==> config.mk <==
export PLATFORM = sky130hd
export DESIGN_NAME = piso_serializer
export DESIGN_NICKNAME = d
export VERILOG_FILES = /design/src/rtl/piso_pkg.sv /design/src/rtl/piso_shift_reg.sv /design/src/rtl/piso_serializer.sv
export SDC_FILE = /design/constraint.sdc
export NUM_CORES = 1
export LEC_CHECK = 0
export ABC_AREA = 1
export BUFFER_PORTS_ARGS = -buffer_cell sky130_fd_sc_hd__buf_4
export CAP_MARGIN = 20
export CORE_MARGIN = 2
export CORE_UTILIZATION = 28
export CTS_CLUSTER_DIAMETER = 80
export DETAILED_ROUTE_END_ITERATION = 16
export PLACE_DENSITY = 0.44
export SYNTH_ARGS = -nofsm -noshare
export SYNTH_HDL_FRONTEND = slang
export SYNTH_HIERARCHICAL = 1
export SYNTH_SLANG_ARGS = --single-unit
==> constraint.sdc <==
create_clock -name clk -period 2.65 [get_ports clk]
set_input_delay 0.1325 -clock clk [delete_from_list [all_inputs] [get_ports clk]]
set_output_delay 0.1325 -clock clk [all_outputs]
set_load 0.1 [all_outputs]
==> src/rtl/piso_pkg.sv <==
// rtl/piso_pkg.sv - shared types and helpers for the piso serializer
package piso_pkg;

    // Serializer control states: waiting for a word, emitting bits, holding the idle gap.
    typedef enum logic [1:0] {
        S_IDLE  = 2'd0,
        S_SHIFT = 2'd1,
        S_GAP   = 2'd2
    } state_t;

    // Bit-counter width for a given word width; never narrower than one bit.
    function automatic int cnt_width(input int width);
        return (width > 2) ? $clog2(width) : 1;
    endfunction

endpackage

==> src/rtl/piso_shift_reg.sv <==
// rtl/piso_shift_reg.sv - load/shift datapath with selectable output tap
//
// Ports:
//   clk, reset  : clock, asynchronous active-high reset
//   load        : capture data_in (its first bit leaves directly via first_bit)
//   shift       : advance the register one position toward the output end
//   data_in     : parallel word
//   first_bit   : bit of data_in that is sent first
//   next_bit    : bit that goes out on the next shift
module piso_shift_reg #(
    parameter int WIDTH     = 8,
    parameter int MSB_FIRST = 1
) (
    input  logic             clk,
    input  logic             reset,
    input  logic             load,
    input  logic             shift,
    input  logic [WIDTH-1:0] data_in,
    output logic             first_bit,
    output logic             next_bit
);

    logic [WIDTH-1:0] shreg_q;
    logic [WIDTH-1:0] shreg_d;

    // The first bit is registered into d_out on the load edge, so the register
    // holds the word already advanced by one position.
    always_comb begin
        shreg_d = shreg_q;
        if (load) begin
            shreg_d = (MSB_FIRST != 0) ? (data_in << 1) : (data_in >> 1);
        end else if (shift) begin
            shreg_d = (MSB_FIRST != 0) ? (shreg_q << 1) : (shreg_q >> 1);
        end
    end

    always_ff @(posedge clk or posedge reset) begin
        if (reset) begin
            shreg_q <= '0;
        end else begin
            shreg_q <= shreg_d;
        end
    end

    assign first_bit = (MSB_FIRST != 0) ? data_in[WIDTH-1] : data_in[0];
    assign next_bit  = (MSB_FIRST != 0) ? shreg_q[WIDTH-1] : shreg_q[0];

endmodule

==> src/rtl/piso_serializer.sv <==
// rtl/piso_serializer.sv - parallel-in serial-out transmitter with frame strobes
//
// Ports:
//   clk, reset   : clock, asynchronous active-high reset
//   data_in      : word to send, sampled on load_valid && load_ready
//   load_valid   : producer has a word
//   load_ready   : block accepts a word this cycle
//   d_out        : serial data, 0 when idle
//   d_valid      : d_out carries a frame bit
//   frame_start  : first bit of a frame is on d_out
//   frame_end    : last bit of a frame is on d_out
module piso_serializer
    import piso_pkg::*;
#(
    parameter int WIDTH     = 8,
    parameter int MSB_FIRST = 1,
    parameter int GAP       = 0
) (
    input  logic             clk,
    input  logic             reset,
    input  logic [WIDTH-1:0] data_in,
    input  logic             load_valid,
    output logic             load_ready,
    output logic             d_out,
    output logic             d_valid,
    output logic             frame_start,
    output logic             frame_end
);

    localparam int             CW       = cnt_width(WIDTH);
    localparam logic [CW-1:0]  LAST_CNT = CW'(WIDTH - 1);
    localparam logic [CW-1:0]  PEN_CNT  = CW'(WIDTH - 2);
    localparam logic [3:0]     GAP_LAST = 4'(GAP - 1);

    state_t        state_q, state_d;
    logic [CW-1:0] cnt_q, cnt_d;
    logic [3:0]    gap_q, gap_d;
    logic          d_out_q, d_out_d;
    logic          d_valid_q, d_valid_d;
    logic          frame_start_q, frame_start_d;
    logic          frame_end_q, frame_end_d;

    logic last_bit;
    logic gap_last;
    logic load;
    logic shift;
    logic first_bit;
    logic next_bit;

    assign last_bit = (state_q == S_SHIFT) && (cnt_q == LAST_CNT);
    assign gap_last = (state_q == S_GAP) && (gap_q == GAP_LAST);

    // Ready in the final cycle of a frame (no gap) or of the gap lets the next
    // word's first bit follow the previous line activity without a bubble.
    assign load_ready = (state_q == S_IDLE) || (last_bit && (GAP == 0)) || gap_last;
    assign load       = load_valid && load_ready;
    assign shift      = (state_q == S_SHIFT) && !last_bit;

    piso_shift_reg #(
        .WIDTH     (WIDTH),
        .MSB_FIRST (MSB_FIRST)
    ) u_shift_reg (
        .clk       (clk),
        .reset     (reset),
        .load      (load),
        .shift     (shift),
        .data_in   (data_in),
        .first_bit (first_bit),
        .next_bit  (next_bit)
    );

    always_comb begin
        state_d       = state_q;
        cnt_d         = cnt_q;
        gap_d         = gap_q;
        d_out_d       = 1'b0;
        d_valid_d     = 1'b0;
        frame_start_d = 1'b0;
        frame_end_d   = 1'b0;
        if (load) begin
            state_d       = S_SHIFT;
            cnt_d         = '0;
            d_out_d       = first_bit;
            d_valid_d     = 1'b1;
            frame_start_d = 1'b1;
        end else begin
            case (state_q)
                S_SHIFT: begin
                    if (last_bit) begin
                        state_d = (GAP > 0) ? S_GAP : S_IDLE;
                        gap_d   = '0;
                    end else begin
                        cnt_d       = cnt_q + 1'b1;
                        d_out_d     = next_bit;
                        d_valid_d   = 1'b1;
                        frame_end_d = (cnt_q == PEN_CNT);
                    end
                end
                S_GAP: begin
                    if (gap_last) begin
                        state_d = S_IDLE;
                    end else begin
                        gap_d = gap_q + 1'b1;
                    end
                end
                default: ;
            endcase
        end
    end

    always_ff @(posedge clk or posedge reset) begin
        if (reset) begin
            state_q       <= S_IDLE;
            cnt_q         <= '0;
            gap_q         <= '0;
            d_out_q       <= 1'b0;
            d_valid_q     <= 1'b0;
            frame_start_q <= 1'b0;
            frame_end_q   <= 1'b0;
        end else begin
            state_q       <= state_d;
            cnt_q         <= cnt_d;
            gap_q         <= gap_d;
            d_out_q       <= d_out_d;
            d_valid_q     <= d_valid_d;
            frame_start_q <= frame_start_d;
            frame_end_q   <= frame_end_d;
        end
    end

    assign d_out       = d_out_q;
    assign d_valid     = d_valid_q;
    assign frame_start = frame_start_q;
    assign frame_end   = frame_end_q;

endmodule
==> out/qor.txt <==
Status -> complete, no violations
Clock period minus worst slack -> 1.87 ns
Final Hold Viols -> 0
Synth Area in Simple Gates -> 0.317
Seq pwr share -> 0.355
Compound-Gate Fraction of Synth Area -> 0
Layout area overhead -> 24.4%
DP HPWL -> 950 um
Max stage delay cell, worst path -> nor2_1
P_sw -> 496 uW
IO Count -> 16
Root Buffer -> clkbuf_4
Post-CTS Resized -> 0
Multiplexer share of the synthesized area -> 0
Die area -> 0.00282 sq mm
Syn avg cell area -> 9.01 sq um
# rows -> 17
Worst-Margin Slew -> 0.743 ns
CTS clk-pin slew, worst paths -> 0.09 ns
CTS Buffer Depth -> 2
Clock Sinks -> 15
Fill cells -> 245
#FFs+latches synth -> 15
GPL Wtd Cong -> 0.783
Hold Crit Class -> primary input to flop
Largest net degree at the start of global routing -> 13
Hold depth -> 3
Syn nets -> 89
Setup Fix Bufs, Post-CTS -> 0
Initial Util -> 0.300
Nets -> 108
Switching part of the total -> 0.496
Total track usage -> 0.113
Peak supply drop -> 0.425 mV
Crit path arrival time -> 2.05 ns
Area leader, netlist -> dfrtp_1
Leak -> 0.453 nW
Die Y -> 53.1 um
Cts bufs inserted -> 3
CP Capture Type -> flop
Cell area power density -> 1190 mW/mm^2
Logic pwr share -> 0.514
Clock latency on the worst-skew pair -> 0.28 ns
Synth warn -> 6
Syn Std Cell Area -> 676 sq um
Worst Skew -> 0.00517 ns
Ant. Diodes -> 0
Via/cell ratio -> 4.38
Initial antenna violation count -> 0
First-pass GRT wire length -> 2210 um
Critical-path cell list -> ha_1, ha_1, nor2_4, nor2_1, inv_2, nand3_1, nand3_1
Drt first-iter violations -> 8
Count of input and output buffers -> 15
CTS tree -> yes
WS Path Type -> flop to flop
Post-CTS Hold Buffers -> 1
Setup TNS -> 0 ns
Synth Area in XOR/XNOR -> 0
Adder-cell area share of the yosys netlist -> 0.0556
Routed Antenna Nets -> 0
Slew Limit Fails -> 0
Final Cycle Share -> 0.707
Synth top area share -> 0.556
Vias in the first global route -> 505
Ranking of synthesized cells by area -> dfrtp_1 56%, nand2_1 14%, nand3_1 12%, ha_1 5.6%, inv_1 3.9%
DRC -> 0
Die W -> 53.1 um
WL per Instance -> 10.5 um
Max FO, Critical Path -> 12
Data required, critical path -> 2.82 ns
# H-tree levels -> 1
Main combinational cell family by area after synthesis -> simple AND/OR/NAND/NOR gates
Routed WL -> 1270 um
Cells after Synth -> 75
Reg2reg path depth -> 7
Core area -> 0.00225 sq mm
Overflow after GRT -> 0
Layout cells sized above 1 -> 0.237
Fmax -> 533 MHz
Sequential area share after synthesis -> 0.556
Int Pwr -> 505 uW
Yosys cell types -> 11
Post-layout util -> 0.373
Slew margin rel. -> 0.503
Vias -> 530
CP startpoint kind -> flop
Final setup viols -> 0
Max-Cap Viols -> 0
RSZ-0062 raised after global routing -> false
Drt pass-1 iters -> 4
Largest stage delay on the critical path -> 0.58 ns
Clock power frac -> 0.131
-- per-layer routing --
metal / up-vias / track usage / share of wire / wire [um]
met5: - / 0 / 0 / 0
met4: 0 / 0.0641 / 0.011 / 14
met3: 2 / 0.0311 / 0.067 / 85
met2: 18 / 0.173 / 0.45 / 571
met1: 238 / 0.142 / 0.47 / 600
li1: 272 / - / - / -
-- cell type report --
type	instances	area [sq um]	share of cell area
clock buffers	4	26.3	0.0313
inverters	8	30.0	0.0357
multi-input cells	50	251	0.299
flip-flops and latches	15	375	0.446
well taps	28	35.0	0.0417
repair buffers	16	123	0.146
-- placed cells by master, fill, tap and decap left out, drive strengths merged --
master / netlist / routed
nand2: 27 / 27
nand3: 16 / 16
dfrtp: 15 / 15
buf: 2 / 15
inv: 8 / 8
clkbuf: 0 / 4
nor2: 4 / 4
ha: 3 / 3
dlygate4sd3: 0 / 1
-- stage by stage --
step	instances	worst slack, ns	hold slack, ns	total power [mW]	instance area [sq um]
after floorplan	75	1.07	-0.0641	0.775	676
after global placement	116	0.817	0.103	0.883	805
after detailed placement	116	0.764	0.0980	0.881	805
after CTS	121	0.737	0.0440	1.02	841
after global routing	121	0.526	0.0394	1.09	841
final	121	0.775	0.0499	1.00	841
-- final timing paths --
check	from	to	slack [ns]
setup / recovery	cnt_q[0]$_DFFE_PP0P_	u_shift_reg/shreg_q[5]$_DFFE_PP0P_	0.78
hold / removal	data_in[0]	u_shift_reg/shreg_q[1]$_DFFE_PP0P_	0.05
setup reg to reg	cnt_q[0]$_DFFE_PP0P_	u_shift_reg/shreg_q[5]$_DFFE_PP0P_	0.78
hold reg to reg	u_shift_reg/shreg_q[1]$_DFFE_PP0P_	u_shift_reg/shreg_q[1]$_DFFE_PP0P_	0.48
max in group asynchronous	reset	cnt_q[2]$_DFFE_PP0P_	2.06
min in group asynchronous	reset	u_shift_reg/shreg_q[1]$_DFFE_PP0P_	0.35
-- flip-flops by register name, indices dropped and copies added, names as in the netlist --
| signal | count |
|---|---|
| d_out | 1 |
| frame_start | 1 |
| state_q | 1 |
| cnt_q | 3 |
| d_valid | 1 |
| frame_end | 1 |
| u_shift_reg/shreg_q | 7 |
-- cells in the mapped netlist --
library cell  number
nor2_4             2
dfrtp_1           15
nand3_1           16
buf_4              1
nand2_2            1
buf_6              1
inv_2              1
ha_1               3
nor2_1             2
inv_1              7
nand2_1           26
-- logic make-up after synthesis --
kind of cell,after synthesis
AND/OR/NAND/NOR,47
flip-flops,15
buffers and inverters,10
adder cells (fa/ha/maj),3
-- power by group through the flow --
| stage | clock network [mW] | registers, mW | logic [mW] |
|---|---|---|---|
| finish | 0.131 | 0.355 | 0.514 |
| global placement | 0 | 0.363 | 0.519 |
| detailed placement | 0 | 0.360 | 0.521 |
| CTS | 0.140 | 0.356 | 0.523 |
| floorplan | 0 | 0.495 | 0.280 |
| global route | 0.148 | 0.366 | 0.572 |
-- critical path: cells and delay by family (launching register included) --
kind | cells | cell delay, ns
buffers and inverters | 1 | 0.15
and+or+nand+nor | 4 | 0.87
adders and majority gates | 2 | 0.36
DFF | 1 | 0.38
No activity file was read; power rests on OpenSTA's default activity.
